<file path="src/rtl/vga_sig_pkg.sv">
// Shared constants and state encoding for the VGA frame signature checker.
package vga_sig_pkg;

    localparam int unsigned CRC_W = 32;

    // CRC-32 polynomial, MSB-first, all-ones preset, no reflection, no final XOR.
    localparam logic [CRC_W-1:0] CRC_POLY = 32'h04C1_1DB7;
    localparam logic [CRC_W-1:0] CRC_INIT = 32'hFFFF_FFFF;

    typedef enum logic [1:0] {
        IDLE    = 2'd0,
        ACTIVE  = 2'd1,
        PUBLISH = 2'd2
    } sig_state_e;

endpackage

</file>
<file path="src/rtl/vga_frame_signature_if.sv">
// Pixel stream in / frame signature out bundle for vga_frame_signature.
// Optional macro VGA_SIG_COMPARE_EN adds expected_sig, match and mismatch_sticky.
interface vga_frame_signature_if
    import vga_sig_pkg::*;
#(
    parameter int unsigned COORD_W = 10,
    parameter int unsigned COLOR_W = 8,
    parameter int unsigned FCNT_W  = 16
);

    logic                   pix_en;
    logic                   video_on;
    logic [COORD_W-1:0]     pixel_x;
    logic [COORD_W-1:0]     pixel_y;
    logic [COLOR_W-1:0]     graph_r;
    logic [COLOR_W-1:0]     graph_g;
    logic [COLOR_W-1:0]     graph_b;

    logic [CRC_W-1:0]       sig;
    logic                   sig_valid;
    logic [2*COORD_W-1:0]   pix_count;
    logic [FCNT_W-1:0]      frame_count;
    logic                   frame_error;
    logic                   busy;

`ifdef VGA_SIG_COMPARE_EN
    logic [CRC_W-1:0]       expected_sig;
    logic                   match;
    logic                   mismatch_sticky;

    modport master (
        output pix_en, video_on, pixel_x, pixel_y, graph_r, graph_g, graph_b, expected_sig,
        input  sig, sig_valid, pix_count, frame_count, frame_error, busy, match, mismatch_sticky
    );

    modport slave (
        input  pix_en, video_on, pixel_x, pixel_y, graph_r, graph_g, graph_b, expected_sig,
        output sig, sig_valid, pix_count, frame_count, frame_error, busy, match, mismatch_sticky
    );
`else
    modport master (
        output pix_en, video_on, pixel_x, pixel_y, graph_r, graph_g, graph_b,
        input  sig, sig_valid, pix_count, frame_count, frame_error, busy
    );

    modport slave (
        input  pix_en, video_on, pixel_x, pixel_y, graph_r, graph_g, graph_b,
        output sig, sig_valid, pix_count, frame_count, frame_error, busy
    );
`endif

endinterface

</file>
<file path="src/rtl/vga_crc_update.sv">
// One-step CRC-32 update over a DATA_W-bit word, MSB of the word shifted in first.
module vga_crc_update
    import vga_sig_pkg::*;
#(
    parameter int unsigned DATA_W = 24
) (
    input  logic [CRC_W-1:0]  crc,
    input  logic [DATA_W-1:0] data,
    output logic [CRC_W-1:0]  next_crc
);

    logic [CRC_W-1:0] acc;

    // Bit-serial LFSR unrolled across the whole data word.
    always_comb begin
        acc = crc;
        for (int unsigned i = 0; i < DATA_W; i++) begin
            if (acc[CRC_W-1] ^ data[DATA_W-1-i]) begin
                acc = {acc[CRC_W-2:0], 1'b0} ^ CRC_POLY;
            end else begin
                acc = {acc[CRC_W-2:0], 1'b0};
            end
        end
        next_crc = acc;
    end

endmodule

</file>
<file path="src/rtl/vga_frame_signature.sv">
// Per-frame CRC-32 signature of the visible pixel stream, with pixel count,
// frame index and malformed-frame flag published at end of frame.
// Optional macro VGA_SIG_COMPARE_EN adds a comparison against expected_sig.
module vga_frame_signature
    import vga_sig_pkg::*;
#(
    parameter int unsigned H_ACTIVE = 640,
    parameter int unsigned V_ACTIVE = 480,
    parameter int unsigned COORD_W  = 10,
    parameter int unsigned COLOR_W  = 8,
    parameter int unsigned FCNT_W   = 16
) (
    input  logic                  clock_50,
    input  logic                  reset_key,
    vga_frame_signature_if.slave  bus
);

    localparam int unsigned CNT_W  = 2 * COORD_W;
    localparam int unsigned DATA_W = 3 * COLOR_W;

    localparam logic [COORD_W-1:0] H_LIM     = COORD_W'(H_ACTIVE);
    localparam logic [COORD_W-1:0] V_LIM     = COORD_W'(V_ACTIVE);
    localparam logic [CNT_W-1:0]   FRAME_PIX = CNT_W'(H_ACTIVE * V_ACTIVE);

    sig_state_e          state_q, state_d;
    logic [CRC_W-1:0]    crc_q, crc_d, crc_base, crc_next;
    logic [CNT_W-1:0]    count_q, count_d;
    logic                qual, sof, eof;
    logic                publish, pub_err;

    logic [CRC_W-1:0]    sig_q;
    logic                sig_valid_q;
    logic [CNT_W-1:0]    pix_count_q;
    logic [FCNT_W-1:0]   frame_count_q;
    logic                frame_error_q;
    logic                busy_q;

    // Pixel qualification and frame boundary detection.
    assign qual = bus.pix_en & bus.video_on & (bus.pixel_x < H_LIM) & (bus.pixel_y < V_LIM);
    assign sof  = qual & (bus.pixel_x == '0) & (bus.pixel_y == '0);
    assign eof  = bus.pix_en & (bus.pixel_y >= V_LIM);

    // A start-of-frame pixel always folds into a fresh preset, never the old residue.
    assign crc_base = sof ? CRC_INIT : crc_q;

    vga_crc_update #(
        .DATA_W (DATA_W)
    ) u_crc (
        .crc      (crc_base),
        .data     ({bus.graph_r, bus.graph_g, bus.graph_b}),
        .next_crc (crc_next)
    );

    // State register.
    always_ff @(posedge clock_50 or negedge reset_key) begin
        if (!reset_key) begin
            state_q <= IDLE;
        end else begin
            state_q <= state_d;
        end
    end

    // Next state, accumulator update and publish decision.
    always_comb begin
        state_d = state_q;
        crc_d   = crc_q;
        count_d = count_q;
        publish = 1'b0;
        pub_err = 1'b0;
        case (state_q)
            IDLE: begin
                if (sof) begin
                    crc_d   = crc_next;
                    count_d = CNT_W'(1);
                    state_d = ACTIVE;
                end
            end
            ACTIVE: begin
                if (sof) begin
                    // Missing blanking: report the truncated frame and restart on this pixel.
                    publish = 1'b1;
                    pub_err = 1'b1;
                    crc_d   = crc_next;
                    count_d = CNT_W'(1);
                end else if (qual) begin
                    crc_d = crc_next;
                    if (count_q != '1) begin
                        count_d = count_q + CNT_W'(1);
                    end
                end else if (eof) begin
                    publish = 1'b1;
                    pub_err = (count_q != FRAME_PIX);
                    state_d = PUBLISH;
                end
            end
            PUBLISH: begin
                state_d = IDLE;
            end
            default: begin
                state_d = IDLE;
            end
        endcase
    end

    // Accumulator and published result registers.
    always_ff @(posedge clock_50 or negedge reset_key) begin
        if (!reset_key) begin
            crc_q         <= CRC_INIT;
            count_q       <= '0;
            sig_q         <= '0;
            sig_valid_q   <= 1'b0;
            pix_count_q   <= '0;
            frame_count_q <= '0;
            frame_error_q <= 1'b0;
            busy_q        <= 1'b0;
        end else begin
            crc_q       <= crc_d;
            count_q     <= count_d;
            sig_valid_q <= publish;
            busy_q      <= (state_d == ACTIVE);
            if (publish) begin
                sig_q         <= crc_q;
                pix_count_q   <= count_q;
                frame_error_q <= pub_err;
                frame_count_q <= frame_count_q + FCNT_W'(1);
            end
        end
    end

    assign bus.sig         = sig_q;
    assign bus.sig_valid   = sig_valid_q;
    assign bus.pix_count   = pix_count_q;
    assign bus.frame_count = frame_count_q;
    assign bus.frame_error = frame_error_q;
    assign bus.busy        = busy_q;

`ifdef VGA_SIG_COMPARE_EN
    logic match_q;
    logic mismatch_sticky_q;

    // Golden-signature comparison, updated alongside each publish.
    always_ff @(posedge clock_50 or negedge reset_key) begin
        if (!reset_key) begin
            match_q           <= 1'b0;
            mismatch_sticky_q <= 1'b0;
        end else if (publish) begin
            match_q <= (crc_q == bus.expected_sig);
            if (crc_q != bus.expected_sig) begin
                mismatch_sticky_q <= 1'b1;
            end
        end
    end

    assign bus.match           = match_q;
    assign bus.mismatch_sticky = mismatch_sticky_q;
`endif

endmodule

</file>
<file path="src/flat_wrapper.sv">
// flat-port wrapper written by rule: the top's interface ports become plain ports
module vga_frame_signature_flat import vga_sig_pkg::*;
#(
    parameter int unsigned H_ACTIVE = 640,
    parameter int unsigned V_ACTIVE = 480,
    parameter int unsigned COORD_W  = 10,
    parameter int unsigned COLOR_W  = 8,
    parameter int unsigned FCNT_W   = 16
)
  (clock_50, reset_key, bus_pix_en, bus_video_on, bus_pixel_x, bus_pixel_y, bus_graph_r, bus_graph_g, bus_graph_b, bus_sig, bus_sig_valid, bus_pix_count, bus_frame_count, bus_frame_error, bus_busy);
  vga_frame_signature_if #(.COORD_W(COORD_W), .COLOR_W(COLOR_W), .FCNT_W(FCNT_W)) bus_i ();
  input  logic clock_50;
  input  logic reset_key;
  input wire logic [$bits(bus_i.pix_en)-1:0] bus_pix_en;
  input wire logic [$bits(bus_i.video_on)-1:0] bus_video_on;
  input wire logic [$bits(bus_i.pixel_x)-1:0] bus_pixel_x;
  input wire logic [$bits(bus_i.pixel_y)-1:0] bus_pixel_y;
  input wire logic [$bits(bus_i.graph_r)-1:0] bus_graph_r;
  input wire logic [$bits(bus_i.graph_g)-1:0] bus_graph_g;
  input wire logic [$bits(bus_i.graph_b)-1:0] bus_graph_b;
  output wire logic [$bits(bus_i.sig)-1:0] bus_sig;
  output wire logic [$bits(bus_i.sig_valid)-1:0] bus_sig_valid;
  output wire logic [$bits(bus_i.pix_count)-1:0] bus_pix_count;
  output wire logic [$bits(bus_i.frame_count)-1:0] bus_frame_count;
  output wire logic [$bits(bus_i.frame_error)-1:0] bus_frame_error;
  output wire logic [$bits(bus_i.busy)-1:0] bus_busy;
  assign bus_i.pix_en = bus_pix_en;
  assign bus_i.video_on = bus_video_on;
  assign bus_i.pixel_x = bus_pixel_x;
  assign bus_i.pixel_y = bus_pixel_y;
  assign bus_i.graph_r = bus_graph_r;
  assign bus_i.graph_g = bus_graph_g;
  assign bus_i.graph_b = bus_graph_b;
  assign bus_sig = bus_i.sig;
  assign bus_sig_valid = bus_i.sig_valid;
  assign bus_pix_count = bus_i.pix_count;
  assign bus_frame_count = bus_i.frame_count;
  assign bus_frame_error = bus_i.frame_error;
  assign bus_busy = bus_i.busy;
  vga_frame_signature #(.H_ACTIVE(H_ACTIVE), .V_ACTIVE(V_ACTIVE), .COORD_W(COORD_W), .COLOR_W(COLOR_W), .FCNT_W(FCNT_W)) u_core (.clock_50(clock_50), .reset_key(reset_key), .bus(bus_i));
endmodule
</file>
<file path="config.mk">
export PLATFORM = sky130hd
export DESIGN_NAME = vga_frame_signature_flat
export DESIGN_NICKNAME = d
export VERILOG_FILES = /design/src/rtl/vga_sig_pkg.sv /design/src/rtl/vga_frame_signature_if.sv /design/src/rtl/vga_crc_update.sv /design/src/rtl/vga_frame_signature.sv /design/src/flat_wrapper.sv
export SDC_FILE = /design/constraint.sdc
export NUM_CORES = 1
export LEC_CHECK = 0
export ABC_AREA = 1
export CORE_MARGIN = 3
export CORE_UTILIZATION = 32
export CTS_BUF_LIST = sky130_fd_sc_hd__clkbuf_4
export DETAILED_ROUTE_END_ITERATION = 8
export GPL_ROUTABILITY_DRIVEN = 0
export GPL_TIMING_DRIVEN = 0
export PLACE_DENSITY_LB_ADDON = 0.08
export SYNTH_ARGS = -nofsm -noshare
export SYNTH_HDL_FRONTEND = slang
export SYNTH_SLANG_ARGS = --single-unit
</file>
<file path="constraint.sdc">
create_clock -name clock_50 -period 4.7 [get_ports clock_50]
set_input_delay 0.94 -clock clock_50 [delete_from_list [all_inputs] [get_ports clock_50]]
set_output_delay 0.94 -clock clock_50 [all_outputs]
set_load 0.05 [all_outputs]
</file>
**Yosys cells after proc, flatten, opt, wreduce, memory -nomap -nowiden**

Cells that the tools add are included.
Widths: inputs -> output; s select.

- Register bits after elaboration: 125
- Bits in latches: 0
- RAM bits: 0
- Bits in read-only memories: 0
- Output and inout bits: 71
- Word-level logic and storage cells: 128
- Memories: 0

- Add/subtract/negate cells: 2
- Multipliers: 0
- Div/mod/pow operators: 0
- $lt $le $gt $ge: 3
- Equal/unequal tests: 7
- Shift-type cells: 0
- Multiplexer cells: 47
- Bitwise gates (word level): 54
- Reduce and logical (&&, ||, !) cells: 6

Operators with widths:

| operator | count |
|---|---|
| $mux 27 | 24 |
| $not 14->14 | 24 |
| $mux 32 | 4 |
| $mux 20 | 4 |
| $pmux 32 s2 | 1 |
| $pmux 20 s2 | 1 |
| $xor 1x1->1 | 24 |
| $add 20x1->20 const B | 1 |
| $logic_not 10->1 | 2 |
| $ne 20x19->1 const B | 1 |
| $ne 20x20->1 const B | 1 |
| $add 16x1->16 const B | 1 |
| $ge 10x9->1 const B | 1 |
| $lt 10x10->1 const B | 1 |
| $lt 10x9->1 const B | 1 |
| $mux 1 | 8 |
| $mux 2 | 4 |
| $and 1x1->1 | 6 |
| $ne 3x1->1 const B | 2 |
| $eq 2x1->1 const B | 2 |
| $pmux 2 s2 | 1 |
| $reduce_and 4->1 | 1 |
| $reduce_and 3->1 | 1 |
| $logic_not 2->1 | 1 |
| 2 further kinds | 2 |

**Depth between registers and ports, before layout**

Gate-level depths: netlist of run 1.

- Depth after elaboration: 57
- Depth in mapped cells: 31

**By module**

From an unflattened synthesis of run 1, not the netlist that was laid out.

- Cell total of the unflattened synthesis: 1,415
- Area total of the unflattened synthesis: 9,874.5 um2

Modules (own cells, without submodules):

| module | times used | cells each | area an instance (um2) | seq. area each (um2) |
|---|---|---|---|---|
| vga_frame_signature | 1 | 735 | 5,979.5 | 3,168.0 |
| vga_crc_update | 1 | 680 | 3,895.0 | 0.0 |

**Worst setup path after synthesis of run 1**

Ideal clock, no wire load.

- Kind: input-to-reg
- Start point: input port bus_pixel_y[9]
- End point: register u_core.crc_q[10]
- Setup time: 0.076 ns
- Data arrival time: 3.174 ns
- Data required time: 4.624 ns
- Setup slack: 1.450 ns
- Stages on the path: 25
- Path buffers: 2
- Cells stage by stage: o21bai_2 -> nor2_2 -> nand3_4 -> buf_8 -> nand2_2 -> nand2_1 -> nand2_2 -> nand2_2 -> nand2_4 -> nand2_1 -> nand2_1 -> nand2_1 -> nand2_2 -> nand2_2 -> nand2_4 -> nand2_2 -> nand2_2 -> nand2_2 -> nand2_1 -> buf_4 -> nand3_1 -> nand2_1 -> nand2_1 -> nand3_1 -> nand2_1

- Cells in the longest elaborated chain, start to end: 38

RTL lines:

| what | RTL line | text |
|---|---|---|
| from (decl) | flat_wrapper.sv:17 | `input wire logic [$bits(bus_i.pixel_y)-1:0] bus_pixel_y;` |
| $lt 10x9->1 | vga_frame_signature.sv:39 | `assign qual = bus.pix_en & bus.video_on & (bus.pixel_x < H_LIM) & (bus.pixel_y < V_LIM);` |
| $and 1x1->1 | vga_frame_signature.sv:39 |  |
| $and 1x1->1 (2 in a row) | vga_frame_signature.sv:40 | `assign sof = qual & (bus.pixel_x == '0) & (bus.pixel_y == '0);` |
| $mux 32 | vga_frame_signature.sv:44 | `assign crc_base = sof ? CRC_INIT : crc_q;` |
| $mux 27 (3 in a row) | vga_crc_update.sv:18 | `if (acc[CRC_W-1] ^ data[DATA_W-1-i]) begin` |
| $not 14->14 (no source line) | n/a |  |
| $mux 27 | vga_crc_update.sv:18 |  |
| $not 14->14 (no source line) | n/a |  |
| (+18 left out) | n/a |  |
| $mux 27 | vga_crc_update.sv:18 |  |
| $not 14->14 (no source line) | n/a |  |
| $mux 27 (2 in a row) | vga_crc_update.sv:18 |  |
| $not 14->14 (no source line) | n/a |  |
| $mux 27 | vga_crc_update.sv:18 |  |
| $mux 32 | vga_frame_signature.sv:85 | `end else if (qual) begin` |
| $mux 32 | vga_frame_signature.sv:79 | `if (sof) begin` |
| $pmux 32 s2 | vga_frame_signature.sv:70 | `case (state_q)` |
| to (signal assigned) | vga_frame_signature.sv:117 | `crc_q <= crc_d;` |
| to (decl) | vga_frame_signature.sv:26 | `logic [CRC_W-1:0] crc_q, crc_d, crc_base, crc_next;` |

Parallel ways exist; a longest one is shown, timed or not. The select of a mux whose other input is x is not followed.
A chain may end at the register's enable or synchronous reset.

**Final worst setup path of run 1**

- Start point: input port bus_pixel_y[6]
- End point: register u_core.crc_q[13]

- Cells in the longest elaborated chain, start to end: 40

RTL lines:

| what | RTL line |
|---|---|
| $lt 10x9->1 | vga_frame_signature.sv:39 |
| $and 1x1->1 | vga_frame_signature.sv:39 |
| $and 1x1->1 (2 in a row) | vga_frame_signature.sv:40 |
| $mux 32 | vga_frame_signature.sv:44 |
| $xor 1x1->1 / $not 14->14 (equally long branches) | n/a |
| $mux 27 | vga_crc_update.sv:18 |
| $not 14->14 (no source line) | n/a |
| $mux 27 (3 in a row) | vga_crc_update.sv:18 |
| (+20 left out) | n/a |
| $mux 27 | vga_crc_update.sv:18 |
| $not 14->14 (no source line) | n/a |
| $mux 27 | vga_crc_update.sv:18 |
| $not 14->14 (no source line) | n/a |
| $mux 27 (2 in a row) | vga_crc_update.sv:18 |
| $mux 32 | vga_frame_signature.sv:85 |
| $mux 32 | vga_frame_signature.sv:79 |
| $pmux 32 s2 | vga_frame_signature.sv:70 |

Parallel ways exist; a longest one is shown, timed or not. The select of a mux whose other input is x is not followed.

==> metrics.cfg, run 1 <==
[timing]
finalHoldViolations=0
rsz0062_at_grt=false
max_slew_margin_pct=59.6
finalSetupViolCount=0
max_freq_ghz=0.243
finalMaxSlewViolations=0
finalCritPeriodShare_pct=87.6
fin_crit_ps=4120
worst_pin_slew_ps=607
finalSetupTns_ps=0
clock_skew_ps=32.8

[floorplanning]
die_w_um=176
ios=119
row_count=61
initial_core_util_pct=32.7
dieArea_mm2=0.0308
core_mm2=0.0281
die_h_um=176

[layout]
fill_cells=3064
layout-drive-gt1-share_pct=14.3
final_util_pct=39.8
layout.nets=1553
syn2layout_area_growth_pct=21.4
layoutNonFillerInstCount=1894

[yosys]
async_flop_share_pct=100
synth_cell_types=48
synth_top_family_by_area=simple AND/OR/NAND/NOR gates
synth_edf_count=0
yosys_warnings=0
syn_inst=1364
synth-simple-area-share_pct=44.4
synth-xor-area-share_pct=6.29
muxShareOfSynthArea_pct=0
synth_fp_nets=1415
ys.flop_type=dfrtp_1
syn_area_mm2=0.00920
avgSynthCellArea_um2=6.74
synth_compound_area_share_pct=6.33
seq_area_frac_synth_pct=34.5
synthAdderAreaFrac_pct=0.408
synth_seq_cells=125

[setup_path]
startpoint=bus_pixel_y[6]
crit_arrival_ps=4580
endpoint_kind=flop
critPathKind=in2reg
cp_num_buf_inv=6
slowest_stage=clkdlybuf4s50_1
worstPathRequired_ps=5160
r2r_slack_ps=1560
crit_top_cell=nand2_1
path_max_fanout=10
rr_startpoint=u_core.crc_q[29]
critPathLaunchType=primary input
crit_family=simple AND/OR/NAND/NOR gates
cp_slowest_stage_delay_ps=500

[pwr]
ir_drop_mv=0.113
leakage_nw=5.83
powerDensity_mw_per_mm2=288

[placed_design]
port_buffers=118
hpwl_um=24700
dpl.cell_count=1861

[clock_tree]
cts_tree=done
cts_root_buffer=clkbuf_4
htree_levels=4
cts-resized-gates=0
numCtsBuffers=17
hold_buffers=0
clkLatencyLatePin_ps=550
cts_buffer_depth=2
cts.clk_slew.worst_paths_ps=140
cts_setup_buffers=0
cts_sinks=125

[global_routing]
grt-ovfl-total=0
grtUsageTotal_pct=20.0
grt_first_pass_wirelength_um=48200
grt_pass1_vias=8623
grt_max_degree=78
antenna_found_initial=1

[drt]
firstDrtPassIters=5
drt_iter0_drc=573
vias=9027
drtAntennaViolNets=0
wl_per_cell_um=16.1
drc=0
viasPerCell=4.77
wirelength_um=30500

[run_status]
status=finished, final reports clean

[min_path]
min_path_type=in2async

[flow_run]
drv_cap=0

final cells by class:
cell class,instances,area [um^2],area share [%]
clock buffers,19,143,1.28
inverters,157,597,5.35
repair buffers,119,1210,10.8
clock inverters,13,143,1.28
plain buffers,27,154,1.38
multi-input cells,1055,5280,47.3
diodes,1,2.50,0.0224
flip-flops and latches,125,3170,28.4
well taps,378,473,4.24
path summary, 6_finish.rpt:
path                                              end  cells after the start
setup / recovery                     u_core.crc_q[13]                     28
hold / removal                u_core.bus.pix_count[9]                      1
setup reg to reg                     u_core.crc_q[14]                     21
hold reg to reg            u_core.bus.frame_count[15]                      1
max in group asynchronous            u_core.crc_q[13]                      2
min in group clock_50      u_core.bus.frame_count[15]                      1
cells in the mapped netlist, types with 2 or more instances:
| cell type | number | area [um^2] |
|---|---|---|
| xnor2_1 | 17 | 149 |
| nand3_1 | 138 | 691 |
| dfrtp_1 | 93 | 2330 |
| nor4_1 | 3 | 18.8 |
| nor3b_1 | 2 | 15.0 |
| nand2_4 | 21 | 236 |
| nand2_2 | 56 | 350 |
| nand3b_1 | 10 | 75.1 |
| buf_2 | 6 | 30.0 |
| a21oi_1 | 14 | 70.1 |
| o21bai_1 | 2 | 15.0 |
| nand2_1 | 533 | 2000 |
| o21ai_1 | 6 | 30.0 |
| or2_2 | 3 | 18.8 |
| o21ai_0 | 72 | 360 |
| nor2_4 | 2 | 22.5 |
| inv_2 | 29 | 109 |
| inv_4 | 3 | 18.8 |
| a21o_1 | 2 | 15.0 |
| nor2_1 | 49 | 184 |
| nand3_2 | 16 | 160 |
| nor2_2 | 5 | 31.3 |
| clkbuf_1 | 14 | 52.6 |
| inv_1 | 125 | 469 |
| buf_6 | 4 | 45.0 |
| dfstp_2 | 32 | 841 |
| ha_1 | 3 | 37.5 |
| xor2_1 | 49 | 429 |
| nor3_1 | 14 | 70.1 |
| nand4_1 | 23 | 144 |
worst reg2reg max path, cell delays in order, from the launching register on:
cell and delay (ps):
dfstp_2 550, inv_1 110, nand2_1 110, nand2_1 70
nand2_2 180, nor2_2 90, nor2_4 220, inv_2 110
nand2_1 80, nand2_1 190, nand2_2 190, inv_1 60
nor2_2 280, nand2_1 100, nand2_1 160, nand2_1 120
nand2_1 140, nand2_1 80, nand2_1 70, nand2_1 50
nand3_1 90, nand2_1 50
report_power, final:
| group | internal, W | switching [W] | total [W] |
|---|---|---|---|
| Clock | 0.000332 | 0.000437 | 0.000769 |
| Combinational | 0.000428 | 0.000900 | 0.00133 |
| Sequential | 0.00110 | 0.0000141 | 0.00111 |
| Total | 0.00186 | 0.00135 | 0.00321 |
layout by cell type (no fill, tap or decap), types with 6 or more instances in the layout:
master	Yosys	final
dfstp_2	32	32
a21oi_1	14	14
nand2_4	21	21
nand3b_1	10	10
nand2_1	533	533
nand4_1	23	23
xnor2_1	17	17
clkdlybuf4s50_1	0	117
inv_2	29	29
xor2_1	49	49
buf_2	6	6
o21ai_0	72	72
dfrtp_1	93	93
nand2_2	56	56
nor2_1	49	49
o21ai_1	6	6
inv_1	125	125
nor3_1	14	14
clkbuf_1	14	14
clkbuf_4	0	19
nand3_2	16	16
nand3_1	138	138
stage by stage:
step | total power (W) | setup slack (ps) | hold slack (ps) | cell area, um^2
2_1_floorplan | 0.00208 | 1450 | 448 | 9200
3_5_place_dp | 0.00246 | 72.4 | 458 | 10900
3_3_place_gp | 0.00244 | -2550 | 452 | 10800
5_1_grt | 0.00344 | 332 | 293 | 11200
6_report | 0.00321 | 585 | 300 | 11200
4_1_cts | 0.00323 | 661 | 288 | 11200
state kept, by name, indices dropped and copies added (netlist names):
name                    cells
u_core.crc_q               32
u_core.bus.frame_error      1
u_core.bus.frame_count     16
u_core.bus.sig_valid        1
u_core.bus.busy             1
u_core.count_q             20
u_core.state_q              2
u_core.bus.pix_count       20
u_core.bus.sig             32
kinds of logic after synthesis:
kind of cell | Yosys count
and+or+nand+nor | 880
buffers and inverters | 184
DFF | 125
AOI/OAI and AO/OA | 106
xor gates and xnor gates | 66
adders and majority gates | 3
layer usage:
metal | global-route usage, % | share of wire (%) | up-vias
met3 | 2.59 | 4.6 | 27
met1 | 27.6 | 47 | 4180
met2 | 32.9 | 46 | 211
li1 | - | - | 4609
met5 | 0 | 0 | -
met4 | 5.74 | 2.0 | 0
Note: power is estimated with default switching activity, not from simulation.
==> run 2, diff against run 1 <==
--- a/config.mk
+++ b/config.mk
@@ -12,7 +12,7 @@
 export DETAILED_ROUTE_END_ITERATION = 8
 export GPL_ROUTABILITY_DRIVEN = 0
 export GPL_TIMING_DRIVEN = 0
-export PLACE_DENSITY_LB_ADDON = 0.08
+export PLACE_DENSITY_LB_ADDON = 0.3
 export SYNTH_ARGS = -nofsm -noshare
 export SYNTH_HDL_FRONTEND = slang
 export SYNTH_SLANG_ARGS = --single-unit
==> run 2 against run 1 <==
  * Cell count unchanged
  * Power down 1.9%
  * First-iteration DRC count up 34%
  * Largest cell class unchanged
==> metrics.cfg, run 2 (synthesized netlist as in run 1, its figures left out) <==
[run_status]
status=finished, final reports clean

[drt]
drt_iter0_drc=770
wirelength_um=29000
drtAntennaViolNets=0
firstDrtPassIters=8
drc=0
viasPerCell=4.86
wl_per_cell_um=15.3
vias=9214

[timing]
finalSetupTns_ps=0
max_freq_ghz=0.242
rsz0062_at_grt=false
finalMaxSlewViolations=0
finalSetupViolCount=0
worst_pin_slew_ps=586
max_slew_margin_pct=60.8
fin_crit_ps=4130
finalCritPeriodShare_pct=88.0
clock_skew_ps=19.7
finalHoldViolations=0

[clock_tree]
clkLatencyLatePin_ps=560
cts_setup_buffers=0
cts.clk_slew.worst_paths_ps=130
htree_levels=4
cts_buffer_depth=2
numCtsBuffers=17
cts_tree=done
cts_sinks=125
cts-resized-gates=0
cts_root_buffer=clkbuf_4
hold_buffers=0

[setup_path]
path_max_fanout=10
r2r_end=u_core.crc_q[23]
critPathKind=in2reg
critPathLaunchType=primary input
crit_arrival_ps=4620
r2r_slack_ps=1600
rr_startpoint=u_core.crc_q[31]
r2r_cells=22
worstPathRequired_ps=5190
endpoint_kind=flop

[layout]
layout_commonest_cell=nand2_1
final_cell_mix=nand2_1, nand3_1, inv_1
fill_cells=3016
layoutNonFillerInstCount=1894
layout.nets=1553
layout-drive-gt1-share_pct=14.3
syn2layout_area_growth_pct=21.2

[pwr]
powerDensity_mw_per_mm2=283
p_clk_share_pct=22.7
p_int_w=0.00180
leakage_nw=5.81
p_sw_share_pct=42.7
ir_drop_mv=0.0958
p_switching_w=0.00135
p_comb_share_pct=41.9
power_frac_seq_pct=35.4

[global_routing]
grtUsageTotal_pct=19.0
grt_max_degree=68
grt-ovfl-total=0
antenna_found_initial=1
grt_pass1_vias=8578
grt_first_pass_wirelength_um=46300

[floorplanning]
die_w_um=176
row_count=61
die_h_um=176
ios=119
dieArea_mm2=0.0308
core_mm2=0.0281
initial_core_util_pct=32.7

[placed_design]
dpl.cell_count=1861
port_buffers=118
hpwl_um=23600

[flow_run]
drv_cap=0

[min_path]
min_path_type=in2async

## run 2: cell types whose count changed in the layout (fill, tap and decap cells not counted)
cell	previous run	this run
clkinv_4	4	0
clkinvlp_4	1	4
inv_6	3	7
clkbuf_4	19	18
clkinv_2	2	1
bufinv_16	2	1
## run 2: layout make-up
type | count | area (um^2) | area share (%)
Antenna cell | 1 | 2.50 | 0.0225
Buffer | 27 | 154 | 1.38
Clock buffer | 18 | 135 | 1.21
Clock inverter | 14 | 130 | 1.17
Inverter | 157 | 597 | 5.35
Multi-Input combinational cell | 1055 | 5280 | 47.3
Sequential cell | 125 | 3170 | 28.4
Tap cell | 378 | 473 | 4.24
Timing Repair Buffer | 119 | 1210 | 10.9
## run 2: critical path: stages
cell             delay (ps)
clkdlybuf4s50_1         510
nand2_1                  70
o21bai_2                200
nor2_2                   90
nand3_4                 190
buf_6                   180
buf_6                   180
inv_2                    90
nor2_1                  340
inv_1                    80
nand2_1                 120
nand4_1                 100
nand2_1                 130
nand3_2                 140
nand2_4                 170
nand2_1                  80
nand3_1                 190
nand2_4                 130
nand2_2                 110
nand2_4                  80
xnor2_1                 270
nand2_1                  90
o21ai_1                  90
## run 2: worst max-delay path by stage
stage,to,slack [ps],start,depth (start not counted)
4_1_cts,u_core.crc_q[25],730,bus_pixel_y[6],23
3_3_place_gp,u_core.bus.sig[13],-2170,reset_key,1
3_5_place_dp,u_core.crc_q[25],140,bus_pixel_y[6],23
5_1_grt,u_core.crc_q[13],390,bus_pixel_y[6],26
6_report,u_core.crc_q[25],570,bus_pixel_y[6],23
2_1_floorplan,u_core.crc_q[10],1450,bus_pixel_y[9],25
## run 2: stage by stage
stage	setup WS [ps]	hold WS (ps)	power, W	cell area [um^2]	utilization [%]
after floorplan	1450	448	0.00208	9200	-
after global placement	-2170	456	0.00242	10800	38.6
after detailed placement	143	458	0.00244	10900	38.7
after CTS	727	301	0.00316	11100	39.7
after global routing	395	312	0.00337	11100	39.7
final	566	319	0.00315	11100	39.7
## run 2: power groups by stage
stage,Sequential [W],Combinational [W],Clock [W]
6_report,0.00111,0.00132,0.000716
5_1_grt,0.00112,0.00147,0.000782
4_1_cts,0.00111,0.00131,0.000738
3_5_place_dp,0.00113,0.00130,0
3_3_place_gp,0.00113,0.00128,0
2_1_floorplan,0.00121,0.000865,0
## run 2: layer usage
layer / global-route usage (%) / share of wire, %
met5: 0 / 0
met4: 5.41 / 2.2
met3: 3.83 / 6.7
met2: 29.8 / 44
met1: 26.6 / 47
==> run 3, diff against run 2 <==
--- a/config.mk
+++ b/config.mk
@@ -5,8 +5,7 @@
 export SDC_FILE = /design/constraint.sdc
 export NUM_CORES = 1
 export LEC_CHECK = 0
-export ABC_AREA = 1
-export CORE_MARGIN = 3
+export CORE_MARGIN = 1.5
 export CORE_UTILIZATION = 32
 export CTS_BUF_LIST = sky130_fd_sc_hd__clkbuf_4
 export DETAILED_ROUTE_END_ITERATION = 8
==> run 3 against run 2 <==
  * Wire length decreased by 23%
  * Maximum frequency increased by 0.45%
  * Clock skew increased by 7.9 ps
  * Setup slack improved by 18 ps
  * Combinational power increased by 110%
  * Critical path type unchanged
  * Largest power group unchanged
==> metrics.cfg, run 3 <==
[run_status]
status=finished, final reports clean

[clock_tree]
cts-resized-gates=0
numCtsBuffers=17
cts_buffer_depth=2
cts.clk_slew.worst_paths_ps=140
cts_setup_buffers=0
cts_tree=done
htree_levels=4
clkLatencyLatePin_ps=550
cts_sinks=125
hold_buffers=0
cts_root_buffer=clkbuf_4

[timing]
clock_skew_ps=27.6
worst_pin_slew_ps=752
finalSetupTns_ps=0
rsz0062_at_grt=false
max_slew_margin_pct=49.4
fin_crit_ps=4120
finalHoldViolations=0
finalCritPeriodShare_pct=87.6
finalSetupViolCount=0
finalMaxSlewViolations=0
max_freq_ghz=0.243
setup_ws_ps=585

[flow_run]
drv_cap=0

[layout]
layout.nets=1072
layout-drive-gt1-share_pct=11.5
syn2layout_area_growth_pct=21.2
layoutNonFillerInstCount=1370
regArea_mm2=0.00317
multi_input_area_mm2=0.00517
fill_cells=2635
final_cell_mix=nand2_1, xnor2_1, clkdlybuf4s50_1
layout_commonest_cell=nand2_1

[drt]
vias=6402
firstDrtPassIters=4
viasPerCell=4.67
wirelength_um=22400
drc=0
drt_iter0_drc=457
wl_per_cell_um=16.4
drtAntennaViolNets=0

[floorplanning]
row_count=59
die_h_um=167
ios=119
core_mm2=0.0262
initial_core_util_pct=32.8
dieArea_mm2=0.0279
die_w_um=167

[yosys]
syn_inst=888
avgSynthCellArea_um2=9.68
synth_edf_count=0
netlist_top_cells_count=nand2_1, xnor2_1, dfrtp_1, xor2_1, nor2_1
synth_seq_cells=125
post-synth-top-count-cell=nand2_1
synth_cell_types=49
synth_fp_nets=939
ys.flop_type=dfrtp_1
synthTopCellsByArea=dfrtp_1, xnor2_1, dfstp_2, nand2_1, xor2_1
yosysTopAreaCell=dfrtp_1
synth_top_area_share_pct=27.1
syn_area_mm2=0.00860
seq_area_frac_synth_pct=36.9
yosys_warnings=0
async_flop_share_pct=100

[setup_path]
crit_family=XOR/XNOR gates
crit_arrival_ps=4580
cp_slowest_stage_delay_ps=570
critPathLaunchType=primary input
crit_top_cell=xnor2_1
path_max_fanout=10
cp_num_buf_inv=3
slowest_stage=xnor2_1
worstPathRequired_ps=5160
critPathKind=in2reg
path_cells=clkdlybuf4s50_1 > nor4_1 > nand3_1 > clkbuf_1 > nor3_1 > clkbuf_4 > nor2_1 > xnor2_1 > xnor3_1 > xnor2_1 > xnor2_1 > o21ai_1
endpoint_kind=flop

[min_path]
min_path_type=in2async

[pwr]
powerDensity_mw_per_mm2=433
ir_drop_mv=0.342
leakage_nw=4.44

[global_routing]
grtUsageTotal_pct=16.5
antenna_found_initial=1
grt_first_pass_wirelength_um=35800
grt-ovfl-total=0
grt_pass1_vias=6342
grt_max_degree=92

[placed_design]
port_buffers=113
dp_slack_ps=71.9
hpwl_um=17600
dpl.cell_count=1337

==> run 3: cell count changes after synthesis, moves of 28 or more <==
cell,before,now
nand2_1,533,212
inv_2,29,1
xnor2_1,17,184
o21ai_0,72,32
nand3_1,138,13
inv_1,125,5
nand2_2,56,0
==> run 3: through the flow <==
stage / hold WS, ps / total power [W] / util [%] / area, um^2
floorplan: 450 / 0.00327 / - / 8600
finish: 255 / 0.00451 / 39.7 / 10400
global route: 244 / 0.00474 / 39.7 / 10400
detailed placement: 462 / 0.00387 / 38.8 / 10200
CTS: 243 / 0.00454 / 39.7 / 10400
global placement: 458 / 0.00387 / 38.7 / 10100
==> run 3: routing by layer <==
| metal | vias to the layer above | global-route usage [%] | share of wire [%] | routed length, um |
|---|---|---|---|---|
| li1 | 3159 | - | - | - |
| met1 | 3007 | 22.7 | 47 | 10500 |
| met2 | 220 | 27.3 | 47 | 10400 |
| met4 | 0 | 4.11 | 1.2 | 261 |
| met3 | 16 | 2.42 | 5.5 | 1240 |
| met5 | - | 0 | 0 | 0 |
==> run 3: cell families (layout without fill, tap and decap cells) <==
kind of cell             after synthesis  after routing  share of synthesized area (%)
AO/OA/AOI/OAI                        103            103                           6.97
flip-flops                           125            125                           36.9
other                                  0              1                              0
adder cells (fa/ha/maj)                3              3                          0.437
buffers and inverters                 52            198                           2.95
AND/OR/NAND/NOR                      309            309                           14.9
multiplexers                           3              3                          0.393
XOR/XNOR                             293            293                           37.4
==> run 3: area by class of cell <==
type	instances	share of cell area (%)
antenna	1	0.0240
buffer	46	2.22
clock buffer	19	1.37
clock inverter	13	0.913
inverter	6	0.216
multi-input combinational	711	49.7
sequential	125	30.4
tap	335	4.02
timing repair buffer	114	11.1
==> run 3: final timing paths <==
path	from	depth (start not counted)	slack [ps]	endpoint
worst max-delay path	bus_pixel_x[2]	12	580	u_core.crc_q[18]
worst min-delay path	reset_key	1	250	u_core.bus.pix_count[7]
worst max register to register	u_core.crc_q[26]	10	740	u_core.crc_q[16]
worst min register to register	u_core.bus.sig[30]	2	480	u_core.bus.sig[30]
max in group asynchronous	reset_key	2	3610	u_core.crc_q[29]
min in group clock_50	u_core.bus.sig[30]	2	480	u_core.bus.sig[30]
==> run 3: report_power, final <==
group / leakage (nW) / switching [W] / internal [W]
combinational: 2.70 / 0.00142 / 0.00135
sequential: 1.62 / 0.00000359 / 0.00108
clock: 0.121 / 0.000434 / 0.000222
